[config.mk]
export PLATFORM = sky130hd
export DESIGN_NAME = cut_bist_harness_flat
export DESIGN_NICKNAME = d
export VERILOG_FILES = /design/src/rtl/cut_bist_pkg.sv /design/src/rtl/cut_bist_if.sv /design/src/rtl/bist_misr.sv /design/src/rtl/cut_bist_harness.sv /design/src/flat_wrapper.sv
export SDC_FILE = /design/constraint.sdc
export NUM_CORES = 1
export LEC_CHECK = 0
export CORE_MARGIN = 2
export CORE_UTILIZATION = 40
export DETAILED_ROUTE_END_ITERATION = 7
export HOLD_SLACK_MARGIN = 0.03
export PLACE_DENSITY_LB_ADDON = 0.08
export SYNTH_ARGS = -nofsm -noshare
export SYNTH_HDL_FRONTEND = slang
export SYNTH_SLANG_ARGS = --single-unit
export TNS_END_PERCENT = 10
[constraint.sdc]
create_clock -name clk -period 2.12 [get_ports clk]
set_input_delay 0.424 -clock clk [delete_from_list [all_inputs] [get_ports clk]]
set_output_delay 0.424 -clock clk [all_outputs]
set_load 0.05 [all_outputs]
[src/rtl/cut_bist_pkg.sv]
// Shared types and MISR arithmetic for the CUT self-test harness.
// The testbench model uses the same misr_next() helper.
package cut_bist_pkg;

  typedef enum logic [1:0] {
    StIdle,
    StApply,
    StCheck
  } state_e;

  // Default MISR feedback polynomial for a given register width.
  function automatic logic [31:0] default_poly(input int unsigned w);
    case (w)
      16:      return 32'h0000_002D;
      default: return 32'h0000_001D;
    endcase
  endfunction

  // One MISR step at width w (1..32): shift, fold in the polynomial on carry-out, xor response.
  function automatic logic [31:0] misr_next(input logic [31:0] sig, input logic [31:0] resp,
                                            input logic [31:0] poly, input int unsigned w);
    logic [31:0] mask;
    logic [31:0] nxt;
    logic [4:0]  top;
    top  = 5'(w - 1);
    mask = (w >= 32) ? '1 : ((32'h1 << w) - 32'h1);
    nxt  = (sig << 1) & mask;
    if (sig[top]) begin
      nxt = nxt ^ poly;
    end
    return (nxt ^ resp) & mask;
  endfunction

endpackage

[src/rtl/cut_bist_if.sv]
// Control, pattern and response signals between a BIST host and the harness.
interface cut_bist_if #(
  parameter int unsigned N_IN  = 5,
  parameter int unsigned N_OUT = 8
);
  logic             start_i;
  logic             abort_i;
  logic [N_IN-1:0]  pat_o;
  logic [N_OUT-1:0] resp_i;
  logic             busy_o;
  logic             done_o;
  logic             pass_o;
  logic [N_OUT-1:0] sig_o;

  modport master (
    output start_i, abort_i, resp_i,
    input  pat_o, busy_o, done_o, pass_o, sig_o
  );

  modport slave (
    input  start_i, abort_i, resp_i,
    output pat_o, busy_o, done_o, pass_o, sig_o
  );
endinterface

[src/rtl/bist_misr.sv]
// Multiple-input signature register with synchronous seed load and capture enable.
module bist_misr
  import cut_bist_pkg::*;
#(
  parameter int unsigned      N_OUT = 8,
  parameter logic [N_OUT-1:0] POLY  = N_OUT'(default_poly(N_OUT)),
  parameter logic [N_OUT-1:0] SEED  = '0
) (
  input  logic             clk,
  input  logic             rst_n,
  input  logic             load_i,
  input  logic             en_i,
  input  logic [N_OUT-1:0] resp_i,
  output logic [N_OUT-1:0] sig_o
);

  logic [N_OUT-1:0] sig_q, sig_d;

  always_comb begin
    sig_d = sig_q;
    if (load_i) begin
      sig_d = SEED;
    end else if (en_i) begin
      sig_d = N_OUT'(misr_next(32'(sig_q), 32'(resp_i), 32'(POLY), N_OUT));
    end
  end

  always_ff @(posedge clk or negedge rst_n) begin
    if (!rst_n) begin
      sig_q <= SEED;
    end else begin
      sig_q <= sig_d;
    end
  end

  assign sig_o = sig_q;

endmodule

[src/rtl/cut_bist_harness.sv]
// Exhaustive-pattern BIST harness: sweeps all CUT inputs, compacts responses into a MISR
// and compares the final signature with a golden value.
module cut_bist_harness
  import cut_bist_pkg::*;
#(
  parameter int unsigned      N_IN   = 5,
  parameter int unsigned      N_OUT  = 8,
  parameter logic [N_OUT-1:0] POLY   = N_OUT'(default_poly(N_OUT)),
  parameter logic [N_OUT-1:0] SEED   = '0,
  parameter logic [N_OUT-1:0] GOLDEN = '0,
  parameter int unsigned      SETTLE = 1
) (
  input logic       clk,
  input logic       rst_n,
  cut_bist_if.slave bus
);

  localparam int unsigned     CntW    = (SETTLE > 1) ? $clog2(SETTLE) : 1;
  localparam logic [CntW-1:0] CntLast = CntW'(SETTLE - 1);
  localparam logic [N_IN-1:0] PatLast = '1;

  state_e           state_q, state_d;
  logic [N_IN-1:0]  pat_q, pat_d;
  logic [CntW-1:0]  cnt_q, cnt_d;
  logic             pass_q, pass_d;
  logic             misr_load, misr_en, done;
  logic [N_OUT-1:0] sig;
  logic             sig_match;

  assign sig_match = (sig == GOLDEN);

  always_comb begin
    state_d   = state_q;
    pat_d     = pat_q;
    cnt_d     = cnt_q;
    pass_d    = pass_q;
    misr_load = 1'b0;
    misr_en   = 1'b0;
    done      = 1'b0;
    unique case (state_q)
      StIdle: begin
        if (bus.start_i) begin
          state_d   = StApply;
          pat_d     = '0;
          cnt_d     = '0;
          pass_d    = 1'b0;
          misr_load = 1'b1;
        end
      end
      StApply: begin
        if (bus.abort_i) begin
          state_d = StIdle;
          pass_d  = 1'b0;
        end else if (cnt_q == CntLast) begin
          misr_en = 1'b1;
          if (pat_q == PatLast) begin
            state_d = StCheck;
          end else begin
            pat_d = pat_q + 1'b1;
            cnt_d = '0;
          end
        end else begin
          cnt_d = cnt_q + 1'b1;
        end
      end
      StCheck: begin
        state_d = StIdle;
        if (bus.abort_i) begin
          pass_d = 1'b0;
        end else begin
          done   = 1'b1;
          pass_d = sig_match;
        end
      end
      default: state_d = StIdle;
    endcase
  end

  always_ff @(posedge clk or negedge rst_n) begin
    if (!rst_n) begin
      state_q <= StIdle;
      pat_q   <= '0;
      cnt_q   <= '0;
      pass_q  <= 1'b0;
    end else begin
      state_q <= state_d;
      pat_q   <= pat_d;
      cnt_q   <= cnt_d;
      pass_q  <= pass_d;
    end
  end

  bist_misr #(
    .N_OUT (N_OUT),
    .POLY  (POLY),
    .SEED  (SEED)
  ) u_misr (
    .clk    (clk),
    .rst_n  (rst_n),
    .load_i (misr_load),
    .en_i   (misr_en),
    .resp_i (bus.resp_i),
    .sig_o  (sig)
  );

  // The verdict is visible in the same cycle as the done pulse, then held in pass_q.
  assign bus.pat_o  = pat_q;
  assign bus.busy_o = (state_q != StIdle);
  assign bus.done_o = done;
  assign bus.pass_o = done ? sig_match : pass_q;
  assign bus.sig_o  = sig;

endmodule

[src/flat_wrapper.sv]
// flat-port wrapper written by rule: the top's interface ports become plain ports
module cut_bist_harness_flat import cut_bist_pkg::*;
#(
  parameter int unsigned      N_IN   = 5,
  parameter int unsigned      N_OUT  = 8,
  parameter logic [N_OUT-1:0] POLY   = N_OUT'(default_poly(N_OUT)),
  parameter logic [N_OUT-1:0] SEED   = '0,
  parameter logic [N_OUT-1:0] GOLDEN = '0,
  parameter int unsigned      SETTLE = 1
)
  (clk, rst_n, bus_start_i, bus_abort_i, bus_resp_i, bus_pat_o, bus_busy_o, bus_done_o, bus_pass_o, bus_sig_o);
  cut_bist_if #(.N_IN(N_IN), .N_OUT(N_OUT)) bus_i ();
  input logic clk;
  input logic rst_n;
  input wire logic [$bits(bus_i.start_i)-1:0] bus_start_i;
  input wire logic [$bits(bus_i.abort_i)-1:0] bus_abort_i;
  input wire logic [$bits(bus_i.resp_i)-1:0] bus_resp_i;
  output wire logic [$bits(bus_i.pat_o)-1:0] bus_pat_o;
  output wire logic [$bits(bus_i.busy_o)-1:0] bus_busy_o;
  output wire logic [$bits(bus_i.done_o)-1:0] bus_done_o;
  output wire logic [$bits(bus_i.pass_o)-1:0] bus_pass_o;
  output wire logic [$bits(bus_i.sig_o)-1:0] bus_sig_o;
  assign bus_i.start_i = bus_start_i;
  assign bus_i.abort_i = bus_abort_i;
  assign bus_i.resp_i = bus_resp_i;
  assign bus_pat_o = bus_i.pat_o;
  assign bus_busy_o = bus_i.busy_o;
  assign bus_done_o = bus_i.done_o;
  assign bus_pass_o = bus_i.pass_o;
  assign bus_sig_o = bus_i.sig_o;
  cut_bist_harness #(.N_IN(N_IN), .N_OUT(N_OUT), .POLY(POLY), .SEED(SEED), .GOLDEN(GOLDEN), .SETTLE(SETTLE)) u_core (.clk(clk), .rst_n(rst_n), .bus(bus_i));
endmodule
==> results of run 1 <==
## flip-flops by register name, summed over array words and instances (netlist names)
signal / cells
u_core.bus.pat_o: 5
u_core.state_q: 2
u_core.pass_q: 1
u_core.u_misr.sig_o: 8
## path summary, 6_finish.rpt
| path | from | end | cells past startpoint |
|---|---|---|---|
| worst max register to register | u_core.bus.pat_o[0]$_DFFE_PN0P_ | u_core.bus.pat_o[3]$_DFFE_PN0P_ | 6 |
| worst min-delay path | rst_n | u_core.u_misr.sig_o[6]$_DFFE_PN0P_ | 2 |
| max in group asynchronous | rst_n | u_core.bus.pat_o[0]$_DFFE_PN0P_ | 2 |
| min in group clk | u_core.bus.pat_o[3]$_DFFE_PN0P_ | u_core.bus.pat_o[3]$_DFFE_PN0P_ | 1 |
| worst max-delay path | u_core.bus.pat_o[0]$_DFFE_PN0P_ | u_core.bus.pat_o[3]$_DFFE_PN0P_ | 6 |
| worst min register to register | u_core.bus.pat_o[3]$_DFFE_PN0P_ | u_core.bus.pat_o[3]$_DFFE_PN0P_ | 1 |
## repair_timing
action	4_1_cts	5_1_grt
resized for setup	0	2
hold buffers	0	0
setup endpoints to repair	0	3
## metal layers
metal | global-route usage (%) | vias to the layer above | routed length, um
li1 | - | 347 | -
met5 | 0 | - | 0
met2 | 27.3 | 17 | 915
met1 | 24.8 | 340 | 947
met4 | 6.94 | 0 | 13
met3 | 3.94 | 2 | 70
## power by group through the flow
| stage | logic, uW | clock network (uW) | registers [uW] |
|---|---|---|---|
| 6_report | 675 | 205 | 456 |
| 5_1_grt | 712 | 229 | 469 |
| 4_1_cts | 678 | 209 | 456 |
| 3_5_place_dp | 676 | 0 | 461 |
| 3_3_place_gp | 673 | 0 | 461 |
| 2_1_floorplan | 210 | 0 | 682 |
## per-stage QoR
| step | instance area [um2] | instances | power [uW] | utilization, % |
|---|---|---|---|---|
| after floorplan | 855 | 73 | 892 | - |
| after global placement | 1240 | 134 | 1130 | 63.0 |
| after detailed placement | 1240 | 134 | 1140 | 63.0 |
| after CTS | 1270 | 138 | 1340 | 64.9 |
| after global routing | 1280 | 138 | 1410 | 65.2 |
| final | 1280 | 138 | 1340 | 65.2 |
## kinds of logic (layout without fill, tap and decap cells)
family / after synthesis / after routing / synth area share (%)
xor gates and xnor gates: 11 / 11 / 11.5
buffers and inverters: 4 / 42 / 1.79
DFF: 16 / 16 / 47.8
adders and majority gates: 2 / 2 / 2.98
and+or+nand+nor: 21 / 21 / 16.3
muxes: 2 / 2 / 2.54
AOI/OAI and AO/OA: 17 / 17 / 17.2
## cells in the final DEF (no fill, tap or decap), types with 2 or more instances in the layout
master / synthesis / final
nor2_1: 4 / 4
nor4_1: 2 / 2
dfrtp_1: 16 / 15
buf_4: 0 / 10
inv_1: 2 / 2
o21ai_0: 3 / 2
buf_12: 0 / 2
nand2b_1: 2 / 2
clkbuf_4: 0 / 3
ha_1: 2 / 2
xor2_1: 5 / 5
clkdlybuf4s50_1: 0 / 23
xnor2_1: 6 / 6
a22o_1: 10 / 10
nand3_1: 2 / 2
## layout make-up
| class | count | area, um2 |
|---|---|---|
| flip-flops and latches | 16 | 402 |
| repair buffers | 36 | 358 |
| well taps | 27 | 33.8 |
| clock buffers | 4 | 36.3 |
| inverters | 2 | 7.51 |
| fillers | 189 | 682 |
| multi-input cells | 53 | 443 |
==> run summary, run 1 <==
The setup slack on the worst flop-to-flop path is 0.05 ns. The initial utilization of the core area, before any placement, comes to 42.7%. The routed layout has 706 vias. The number of I/O port buffers came out at 27.

The number of buffer and inverter stages on the critical path is 0. In the final routed layout, each cell accounts on average for 14.1 um. The total routed wirelength is 1.95 mm.

The cell area after synthesis is 838 um2. The total global routing track utilization came out at 18.0%. The total core area came out at 1960 um2. After synthesis, the cell types taking the most area are dfrtp_1 (48%), a22o_1 (10%), xnor2_1 (6.3%). The critical path's largest stage delay came out at 0.51 ns.

The area enclosed by the die boundary came out at 2480 um2. The count of synthesis-stage warnings from yosys came out at 0. The layout-stage area growth over the synthesis result came out at 52.7%. The required time of the worst setup path is 2.30 ns. The total power per unit cell area is 1040 nW/um2. The fraction of power consumed by sequential logic came out at 34.1%.

Sorting the synthesized cells by how often they occur yields dfrtp_1 (16), a22o_1 (10), xnor2_1 (6), xor2_1 (5), nor2_1 (4). The clock transition at the register clock pins on the worst setup and hold paths after CTS came out at 0.10 ns. When the netlist entered floorplanning its net count stood at 87. The final number of max-transition violations was 0. The length of the first detailed-routing pass in iterations is 4.

The floorplan step set the die height to 49.8 um. The final RePlAce weighted congestion is 0.739. The HPWL reported at the end of detailed placement came out at 1.47 mm. The critical path in this run is classified as reg2reg. In this run the biggest area consumer among cell types represents 47.8% of the synthesized area. The kind of cell with the highest combined delay along the critical path is simple AND/OR/NAND/NOR gates. The sum of overflow across all layers after global routing came out at 0. The number of hold violations in the final report is 0. The number of storage elements in the synthesis netlist came out at 16.

The slowest stage of the critical path is the or4b_4 cell. The number of placement rows came out at 16. Summing the sequential cell areas from Yosys gives 47.8% of the chip area. In this design, the critical path's most frequently occurring cell is ha_1. dfrtp_1 takes more of the synthesized area than any other cell. Counting flops with a built-in enable in the synthesized netlist gives 0. The number of ports placed on the die boundary is 28. Entering global routing, the biggest net connects 17 pins. The flow ran to the end, and the final reports show no timing, DRC or antenna violations. The number of antenna violations at the first check in global routing was 0.

The CTS H-tree depth is 1. The number of clock sinks came out at 16. The worst-case setup margin in the final layout is 0.0515 ns. The worst slew margin relative to its limit came out at 65.6%.

The residual antenna-violating net count after detailed routing is 0. The wire length of the first global-routing pass is 3.42 mm. The setup slack at placement is 0.0422 ns.

After detailed routing, the number of remaining DRC violations is 0. The clock insertion delay at the later pin of the skew report is 0.29 ns. TritonCTS built the clock tree. The worst supply voltage drop on vdd is 619 uV. Setup violations remaining at the end of the flow were counted as 0. Clock tree synthesis inserted a total of 3 buffers. The maximum buffer depth of the clock tree came out at 2. The proportion of total power due to net switching came out at 43.0%. The tool flagged a number of max-cap violations equal to 0.

The upper clock frequency limit came out at 483 MHz. The post-CTS setup-driven buffer insertion count came out at 0. The master cell of the clock root buffer is clkbuf_4. The number of global-route vias before repair came out at 736.

In this run, the clock network consumes 15.4% of the power. The summed negative setup slack over all endpoints is 0 ns. Between clock sinks in the finished design, the worst skew comes to 0.00117 ns. In this run the horizontal extent of the chip is 49.8 um. For the pin with the worst max-slew slack, the measured transition is 0.515 ns. The average vias per placed instance is 5.12. The critical path goes through ha_1, and3_1, ha_1, or4b_4, o21a_4, a211o_1. The fraction of layout cells with a size suffix above 1 came out at 21.6%. The net switching component of the power came out at 574 uW.

The worst min-delay path category is in2async. The internal power came out at 762 uW. The share of total power in combinational logic is 50.5%. The time the final worst path needs with I/O delays and setup came out at 2.07 ns. The async set or reset register ratio after synthesis came out at 100%. The number of library cell types mapped by synthesis is 28. The maximum fanout along the worst path came out at 4. The final worst hold slack is 0.444 ns. The leakage power is 0.000599 uW. The final net count came out at 126. The repair_antennas step left the layout with diodes totalling 0. The first-iteration detailed-routing DRC count is 4. Setup repair after global routing could not meet its margin everywhere.

The number of standard cells after synthesis came out at 73. STA classifies the critical path endpoint as a register. dfrtp_1 is the most common cell in the netlist.

STA classifies the critical path startpoint as a register. The data arrival at the endpoint of the critical path came out at 2.25 ns. A synthesized cell averages 11.5 um2. For this run, the leading register cell type out of synthesis is dfrtp_1. After layout, the worst path uses 97.6% of the clock period.
(Power assumes the default switching activity.)
==> run 2: changes to the inputs <==
--- a/config.mk
+++ b/config.mk
@@ -9,7 +9,9 @@
 export CORE_UTILIZATION = 40
 export DETAILED_ROUTE_END_ITERATION = 7
 export HOLD_SLACK_MARGIN = 0.03
-export PLACE_DENSITY_LB_ADDON = 0.08
+export PLACE_DENSITY = 0.76
+export SETUP_SLACK_MARGIN = 0.05
+export SLEW_MARGIN = 20
 export SYNTH_ARGS = -nofsm -noshare
 export SYNTH_HDL_FRONTEND = slang
 export SYNTH_SLANG_ARGS = --single-unit
==> run summary, run 2 (synthesis gave the netlist of run 1 again) <==
The data arrival at the endpoint of the critical path was 2.22 ns (-0.03 ns). The clock tree from TritonCTS is built. Traced cell by cell, the critical path runs through ha_2, and3_4, ha_4, or4b_4, o21a_4, a211o_1. The maximum fanout along the worst path is 5 (+1). The fraction of layout cells with a size suffix above 1 is 22.2% (+0.60 points). The number of placement rows came out at 16 (unchanged). The cell area reported after detailed placement is 1230 um2 (-0.10%).

In the layout the commonest cells are clkdlybuf4s50_1 (22), dfrtp_1 (14), a22o_1 (10), buf_4 (7), xnor2_1 (6). The worst setup path is launched from a register. The total power per unit cell area is 1040 nW/um2 (-0.62%). The min-delay analysis places its worst path in the category in2async. The critical path's largest stage delay was 0.55 ns (+0.04 ns).

The total number of vias came out at 704 (-0.28%). The residual antenna-violating net count after detailed routing came out at 0 (unchanged). The sum of internal, switching and leakage power came to 1320 uW (-1.2%). The area enclosed by the die boundary is 2480 um2 (unchanged).

The element type at the critical path end is a register. The number of setup violations in the final report came out at 0 (unchanged). The tree is rooted in a clkbuf_4. The first-iteration detailed-routing DRC count came out at 8 (+4). The number of clock sinks was 16 (unchanged).

The vertical die dimension is 49.8 um (unchanged). The number of hold violations in the final report came out at 0 (unchanged). The total CTS buffers is 3 (unchanged).

The post-detailed-route DRC marker count came out at 0 (unchanged). The HPWL reported at the end of detailed placement is 1.39 mm (-5.6%). The horizontal die dimension came to 49.8 um (unchanged). The worst setup skew after layout came out at 0.00239 ns (+0.00122 ns). The final RePlAce weighted congestion came out at 0.701 (-5.2%).

The post-layout instance area came out at 1270 um2 (-0.59%). The initial core utilization came to 42.7% (unchanged). The average vias per placed instance came to 5.21 (+1.9%).

The total routed wirelength is 1.83 mm (-6.2%). The number of flip-flops under the largest register name came out at 8 (unchanged). The transition time at the pin with the least slew margin is 0.503 ns (-0.0125 ns). The pin count of the biggest net entering global routing was 17 (unchanged).

The depth of the worst register-to-register path is 6 (unchanged). For this design, the slowest cell found on the critical path is or4b_4. The total core area came out at 1960 um2 (unchanged). The required time of the worst setup path is 2.31 ns (about the same).

The number of global-route vias before repair is 684 (-7.1%). The CTS H-tree depth is 1 (unchanged). The number of I/O port buffers came out at 27 (unchanged). The leakage power is 0.000580 uW (-3.0%). The final net count came to 123 (-2.4%). The clock transition at the register clock pins on the worst setup and hold paths after CTS came out at 0.10 ns (about the same). The time the final worst path needs with I/O delays and setup came out at 2.03 ns (-0.0388 ns).

The number of antenna repair diodes is 0 (unchanged). The clock insertion delay at the later pin of the skew report came out at 0.29 ns (about the same). The most common library cell in the layout ignoring fill and taps is clkdlybuf4s50_1. The worst setup path is of the reg2reg kind. The length of the first detailed-routing pass in iterations is 3 (-1).

The upper clock frequency limit came out at 493 MHz (+1.9%). The final number of max-transition violations came out at 0 (unchanged). The dominant delay contributor by cell family on the critical path is simple AND/OR/NAND/NOR gates. The sum of overflow across all layers after global routing is 0 (unchanged). The ratio of final minimum period to clock period is 95.7% (-1.8 points).

The total global routing track utilization is 17.6% (-0.33 points). The run finished with clean final reports. Setup repair after global routing could not meet its margin everywhere.

From synthesis to final layout, the design area changed by 51.8%. The cell count along the critical path came out at 6 (unchanged). The number of violations of the max-capacitance limit is 0 (unchanged). The worst slew margin relative to its limit came out at 66.4% (+0.84 points). The number of buffer and inverter stages on the critical path was 0 (unchanged). The maximum buffer depth of the clock tree is 2 (unchanged). The worst supply voltage drop on vdd came to 567 uV (-8.4%). The summed negative setup slack over all endpoints came to 0 ns (unchanged). The number of ports placed on the die boundary is 28 (unchanged). The number of antenna violations at the first check in global routing is 0 (unchanged). The wire length per cell after detailed routing is 13.5 um (-4.1%). The wire length of the first global-routing pass is 3.18 mm (-6.9%).
-- run 2: timing repair --
item	in CTS	in global routing
endpoints found under the setup margin	1	3
hold buffers	0	0
setup buffers	0	0
resized for setup	1	1
pin swaps	0	0
cloned	0	0
-- run 2: worst register-to-register path, stage by stage (launching register included) --
cell and delay (ns):
dfrtp_2 0.45, ha_2 0.19, and3_4 0.18, ha_4 0.16, or4b_4 0.55, o21a_4 0.15, a211o_1 0.25
-- run 2: area by class of cell --
class | instances | area (um2)
sequential | 16 | 403
multi-input combinational | 53 | 458
timing repair buffer | 33 | 334
clock buffer | 4 | 36.3
tap | 27 | 33.8
fill | 180 | 689
inverter | 2 | 7.51
-- run 2: worst paths after layout --
| kind | start | endpoint | slack [ns] |
|---|---|---|---|
| setup reg to reg | u_core.bus.pat_o[1]$_DFFE_PN0P_ | u_core.bus.pat_o[3]$_DFFE_PN0P_ | 0.09 |
| max in group asynchronous | rst_n | u_core.bus.pat_o[0]$_DFFE_PN0P_ | 1.47 |
| hold / removal | rst_n | u_core.state_q[0]$_DFFE_PN0P_ | 0.45 |
| hold reg to reg | u_core.pass_q$_DFFE_PN0P_ | u_core.pass_q$_DFFE_PN0P_ | 0.56 |
| setup / recovery | u_core.bus.pat_o[1]$_DFFE_PN0P_ | u_core.bus.pat_o[3]$_DFFE_PN0P_ | 0.09 |
| min in group clk | u_core.pass_q$_DFFE_PN0P_ | u_core.pass_q$_DFFE_PN0P_ | 0.56 |
-- run 2: metrics by stage --
step,worst slack (ns),hold WS (ns),util (%),cells
floorplan,0.0128,0.128,-,73
global placement,0.129,0.544,62.9,131
detailed placement,0.101,0.541,62.9,131
CTS,0.0590,0.458,64.7,135
global route,0.0381,0.472,64.9,135
finish,0.0903,0.454,64.9,135
-- run 2: layer usage --
metal	share of wire [%]	GRT usage, %	up-vias
li1	-	-	340
met2	48	26.9	15
met3	3.5	3.94	4
met1	46	22.7	345
met4	2.5	10.6	0
met5	0	0	-
-- run 2: power breakdown --
group          internal, uW  total [uW]  switching (uW)
clock network           105         207             103
logic                   269         643             374
registers               374         470            95.6
total                   748        1320             572
==> run 3: changes to the inputs <==
--- a/config.mk
+++ b/config.mk
@@ -8,6 +8,7 @@
 export CORE_MARGIN = 2
 export CORE_UTILIZATION = 40
 export DETAILED_ROUTE_END_ITERATION = 7
+export GPL_TIMING_DRIVEN = 0
 export HOLD_SLACK_MARGIN = 0.03
 export PLACE_DENSITY = 0.76
 export SETUP_SLACK_MARGIN = 0.05
==> run summary, run 3 (synthesis gave the netlist of run 1 again) <==
The flow ran to the end, and the final reports show no timing, DRC or antenna violations. The total global routing track utilization is 16.0% (-1.6 points). The transition time at the pin with the least slew margin is 0.687 ns (+0.184 ns). The number of setup violations in the final report came out at 0 (unchanged). The CTS H-tree depth is 1 (unchanged). The number of I/O port buffers is 27 (unchanged).

The initial core utilization was 42.7% (unchanged). The worst setup path is captured at a register. The length of the first detailed-routing pass in iterations was 4 (+1). The HPWL reported at the end of detailed placement is 1.29 mm (-7.3%). The clock transition at the register clock pins on the worst setup and hold paths after CTS is 0.09 ns (about the same). The area enclosed by the die boundary is 2480 um2 (unchanged). The upper clock frequency limit came to 484 MHz (-1.9%). The required time of the worst setup path came to 2.29 ns (-0.02 ns). The number of flip-flops under the largest register name is 8 (unchanged).

Leaving out fill and tap cells, the most frequent cell in the layout is clkdlybuf4s50_1. The final net count came out at 120 (-2.4%). CTS placed an instance of clkbuf_4 at the clock tree root. The worst supply voltage drop on vdd came out at 536 uV (-5.4%). The number of ports placed on the die boundary is 28 (unchanged). The fraction of layout cells with a size suffix above 1 is 18.1% (-4.1 points). Setup repair after global routing could not meet its margin everywhere. The sum of overflow across all layers after global routing is 0 (unchanged). TritonCTS built the clock tree. The total routed wirelength was 1.76 mm (-3.8%).

The residual antenna-violating net count after detailed routing came out at 0 (unchanged). The cell area reported after detailed placement came out at 1180 um2 (-4.5%). The total of hold buffers inserted after clock tree synthesis was 0 (unchanged).

The top cell types in the final layout, fill and taps aside, are clkdlybuf4s50_1 (22), dfrtp_1 (14), a22o_1 (10), xnor2_1 (6), xor2_1 (5). The maximum fanout along the worst path came out at 5 (unchanged). The worst slew margin relative to its limit came out at 54.0% (-12 points). The time the final worst path needs with I/O delays and setup was 2.07 ns (+0.0384 ns). The pin count of the biggest net entering global routing came out at 17 (unchanged). The number of global-route vias before repair came out at 680 (-0.58%). The number of placement rows is 16 (unchanged). The number of clock sinks came out at 16 (unchanged). The total number of vias came to 679 (-3.6%). The leakage power was 0.000562 uW (-3.1%).

The horizontal die dimension is 49.8 um (unchanged). The vertical die dimension came out at 49.8 um (unchanged). The area growth from synthesis to layout is 47.6%.

The sum of internal, switching and leakage power came out at 1310 uW (-1.0%). The setup path with the least slack is of type reg2reg. The post-layout instance area is 1240 um2 (-2.8%). The number of antenna repair diodes is 0 (unchanged). The number of violations of the max-capacitance limit was 0 (unchanged). The final number of max-transition violations is 0 (unchanged). The wire length per cell after detailed routing was 13.3 um (-1.6%).

The final worst hold slack is 0.553 ns (+0.0994 ns). The wire length of the first global-routing pass is 3.04 mm (-4.3%). The total CTS buffers came out at 3 (unchanged). The post-detailed-route DRC marker count came to 0 (unchanged). The average vias per placed instance came out at 5.14 (-1.4%). The total core area was 1960 um2 (unchanged).

The ratio of final minimum period to clock period is 97.6% (+1.8 points). The number of hold violations in the final report is 0 (unchanged). The data arrival at the endpoint of the critical path is 2.24 ns (+0.02 ns). The clock insertion delay at the later pin of the skew report came to 0.28 ns (about the same). The worst setup skew after layout came to 0.00365 ns (+0.00126 ns). The first-iteration detailed-routing DRC count came to 10 (+2). The launching element type of the critical path is a register. The number of antenna violations at the first check in global routing is 0 (unchanged). The tightest min-delay check is of the in2async type. The total power per unit cell area came out at 1060 nW/um2 (+1.8%). The maximum buffer depth of the clock tree is 2 (unchanged).

The final RePlAce weighted congestion is 0.724 (+3.4%).
## run 3: final timing paths
check | to | slack (ns) | cells after the start | startpoint
worst max-delay path | u_core.bus.pat_o[3]$_DFFE_PN0P_ | 0.05 | 6 | u_core.bus.pat_o[0]$_DFFE_PN0P_
worst min-delay path | u_core.bus.pat_o[4]$_DFFE_PN0P_ | 0.55 | 1 | rst_n
worst max register to register | u_core.bus.pat_o[3]$_DFFE_PN0P_ | 0.05 | 6 | u_core.bus.pat_o[0]$_DFFE_PN0P_
worst min register to register | u_core.pass_q$_DFFE_PN0P_ | 0.55 | 2 | u_core.pass_q$_DFFE_PN0P_
max in group asynchronous | u_core.bus.pat_o[1]$_DFFE_PN0P_ | 1.09 | 1 | rst_n
min in group clk | u_core.pass_q$_DFFE_PN0P_ | 0.55 | 2 | u_core.pass_q$_DFFE_PN0P_
## run 3: metal layers
metal  share of wire (%)  global-route usage, %  up-vias
li1                    -                      -      334
met1                  49                   22.2      330
met2                  47                   24.2       13
met3                 3.1                   3.33        2
met4                 1.1                   6.94        0
met5                   0                      0        -
## run 3: area by class of cell
cell class / instances / area [um2]
fill: 171 / 724
multi-input combinational: 53 / 468
sequential: 16 / 403
timing repair buffer: 28 / 280
clock buffer: 4 / 36.3
tap: 27 / 33.8
buffer: 2 / 8.76
inverter: 2 / 7.51
## run 3: per-stage QoR
| step | setup TNS, ns | setup WS, ns | utilization [%] | std cells |
|---|---|---|---|---|
| final | 0 | 0.0519 | 63.1 | 132 |
| after global routing | 0 | 0.0192 | 63.1 | 132 |
| after CTS | 0 | 0.0528 | 61.9 | 131 |
| after detailed placement | -0.894 | -0.536 | 60.1 | 127 |
| after global placement | -0.873 | -0.521 | 60.1 | 127 |
| after floorplan | 0 | 0.0128 | - | 73 |
## run 3: worst max-delay path, stage by stage (launching register included)
cell,delay [ns]
dfrtp_2,0.46
ha_4,0.17
and3_4,0.18
ha_4,0.17
or4b_4,0.57
o21a_4,0.15
a211o_1,0.25
## run 3: what timing repair did
item / 4_1_cts / 5_1_grt
setup buffers: 0 / 1
setup endpoints to repair: 3 / 5
hold endpoints to repair: 0 / 0
pin swaps: 0 / 2
gates resized for setup: 11 / 3
## run 3: power breakdown
part | leakage, uW | total (uW) | switching [uW] | internal (uW)
Sequential | 0.000209 | 471 | 96.5 | 374
Clock | 0.0000210 | 195 | 90.4 | 104
Combinational | 0.000332 | 641 | 374 | 267
Total | 0.000562 | 1310 | 561 | 745
==> RTL edit, RTL diff (flow settings as in run 2) <==
`N_OUT` is set to 8 in 4 places; all go to 7.
--- a/src/rtl/cut_bist_if.sv
+++ b/src/rtl/cut_bist_if.sv
@@ -2,5 +2,5 @@
 interface cut_bist_if #(
   parameter int unsigned N_IN  = 5,
-  parameter int unsigned N_OUT = 8
+  parameter int unsigned N_OUT = 7
 );
   logic             start_i;
--- a/src/rtl/bist_misr.sv
+++ b/src/rtl/bist_misr.sv
@@ -3,5 +3,5 @@
   import cut_bist_pkg::*;
 #(
-  parameter int unsigned      N_OUT = 8,
+  parameter int unsigned      N_OUT = 7,
   parameter logic [N_OUT-1:0] POLY  = N_OUT'(default_poly(N_OUT)),
   parameter logic [N_OUT-1:0] SEED  = '0
--- a/src/rtl/cut_bist_harness.sv
+++ b/src/rtl/cut_bist_harness.sv
@@ -5,5 +5,5 @@
 #(
   parameter int unsigned      N_IN   = 5,
-  parameter int unsigned      N_OUT  = 8,
+  parameter int unsigned      N_OUT  = 7,
   parameter logic [N_OUT-1:0] POLY   = N_OUT'(default_poly(N_OUT)),
   parameter logic [N_OUT-1:0] SEED   = '0,
--- a/src/flat_wrapper.sv
+++ b/src/flat_wrapper.sv
@@ -3,5 +3,5 @@
 #(
   parameter int unsigned      N_IN   = 5,
-  parameter int unsigned      N_OUT  = 8,
+  parameter int unsigned      N_OUT  = 7,
   parameter logic [N_OUT-1:0] POLY   = N_OUT'(default_poly(N_OUT)),
   parameter logic [N_OUT-1:0] SEED   = '0,
Interface: changed (resized bus_resp_i and bus_sig_o); port bits go from 28 to 26. No check against the original RTL was run, so the function may have changed too.
==> RTL edit against run 2 <==
Combinational power is 5.4% higher. Routed wire length is 6.5% lower. Setup slack worse by 0.040 ns. Cell area is 5.1% lower. Clock power is 22% lower. Total power is 2.2% lower. First-iteration DRC count is 63% lower. Die area is 6.6% lower. Area after synthesis is 7.2% lower. Hold slack worse by 0.033 ns. Sequential cell count is 1 lower. Critical path type unchanged. Critical endpoint unchanged.
==> RTL edit: results (changes against run 2) <==
| Metric | Value |
|---|---|
| Synth warn | `0 (unchanged)` |
| Seq. pwr | `0.000451 W (-4%)` |
| Post-Synth XOR/XNOR Area | `11.25% (-0.24 points)` |
| WHS | `0.4210 ns (-0.03294 ns)` |
| GRT Total Usage | `18.15% (+0.53 points)` |
| Internal power consumption | `0.0007194 W (-3.8%)` |
| Pleak | `0.5720 nW (-1.5%)` |
| CTS Root Cell | `clkbuf_4` |
| DRT iter0 DRCs | `3 (-5)` |
| Worst path arrival time | `2.24 ns (+0.02 ns)` |
| Port Buf Inserts | `25 (-7.4%)` |
| Hpwl dp | `1328 um (-4.6%)` |
| Placed Area | `0.001147 mm^2 (-7.1%)` |
| Layout cells sized above 1 | `28.57% (+6.3 points)` |
| Reg2Reg Setup Slack | `0.05 ns (-0.04 ns)` |
| M1 wire length | `758 um (-8.9%)` |
| Peak VDD IR | `0.6092 mV (+7.5%)` |
| GRT met2 Usage | `28.80% (+1.9 points)` |
| Vias in the first global route | `659 (-3.7%)` |
| M3 GR Usage | `3.704% (-0.24 points)` |
| Sequential fraction of the synthesis area | `48.23% (+0.47 points)` |
| Synth Area in Compound Gates | `17.85% (+0.68 points)` |
| M1 GR Usage | `23.26% (+0.56 points)` |
| Launch point of the worst reg-to-reg path | `u_core.bus.pat_o[1]` |
| Drt first pass iters | `4 (+1)` |
| Largest register FFs | `7 (-1)` |
| Postcts setup bufs | `1 (+1)` |
| Relative slew slack | `65.65% (-0.77 points)` |
| Synth top area cells | `dfrtp_1, a22o_1, xnor2_1` |
| Largest net degree at the start of global routing | `10 (-7)` |
| Adder-Cell Fraction of Synth Area | `3.215% (+0.23 points)` |
| Post_cts resized | `0 (-1)` |
| WL met3 | `56 um (-13%)` |
| Clock tree buffer depth | `2 (unchanged)` |
| Wire length on met2 | `862 um (-2.4%)` |
| Post-synthesis mux area share | `1.286% (-1.3 points)` |
| Syn_nets | `81 (-6.9%)` |
| Crit Path Max Fanout | `4 (-1)` |
| First-pass GRT wire length | `2863 um (-10%)` |
| Drt total wl | `1708 um (-6.5%)` |
| Clk slew on worst S/H paths | `0.09 ns` |
| Status | `finished clean` |
| Synth unique cells | `29 (+3.6%)` |
| Filler Cell Count | `141 (-22%)` |
| Total power | `0.001291 W (-2.2%)` |
| Clk_skew | `0.0008739 ns (-0.001516 ns)` |
| Vias | `685 (-2.7%)` |
| Post-layout nets | `119 (-3.3%)` |
| Top cells by count, synth | `dfrtp_1, a22o_1, xnor2_1` |
| Clk. pwr | `0.000162 W (-22%)` |
| GPL Wtd Cong | `0.8088 (+15%)` |
==> RTL edit: kinds of logic (layout without fill, tap and decap cells) <==
| group | count (synthesis) | in the layout |
|---|---|---|
| adder cells (fa/ha/maj) | 2 | 2 |
| buffers and inverters | 4 | 41 |
| multiplexers | 1 | 1 |
| flip-flops | 15 | 15 |
| AND/OR/NAND/NOR | 19 | 19 |
| XOR/XNOR | 10 | 10 |
| AO/OA/AOI/OAI | 17 | 17 |
==> RTL edit: worst max-delay path by stage <==
stage / startpoint / end / cells after the start
floorplan: u_core.bus.pat_o[0] / u_core.bus.pat_o[3] / 6
global placement: u_core.bus.pat_o[0] / u_core.bus.pat_o[3] / 6
detailed placement: bus_abort_i / bus_pass_o / 5
CTS: u_core.state_q[0] / bus_busy_o / 2
global route: u_core.bus.pat_o[1] / u_core.bus.pat_o[3] / 6
finish: u_core.bus.pat_o[1] / u_core.bus.pat_o[3] / 6
==> RTL edit: layout make-up <==
type                    instances  share of cell area (%)
inverters                       3                  0.9326
clock buffers                   3                   1.865
multi-input cells              49                   34.92
well taps                      25                   2.591
clock inverters                 1                  0.4145
repair buffers                 34                   27.98
flip-flops and latches         15                   31.30
==> RTL edit: through the flow <==
step	utilization (%)	setup slack (ns)	setup TNS, ns	cells
finish	67.72	0.05060	0	130
global route	67.72	-0.01018	-0.01018	130
CTS	66.32	0.04158	0	127
floorplan	-	0.009967	0	68
global placement	64.35	0.07546	0	122
detailed placement	64.35	0.02073	0	122
==> RTL edit: worst max-delay path, stage by stage, from the launching register on <==
cell and delay, ns:
dfrtp_2 0.45, ha_4 0.18, and3_1 0.18, ha_1 0.20, or4b_4 0.52, o21a_4 0.15
a211o_1 0.29
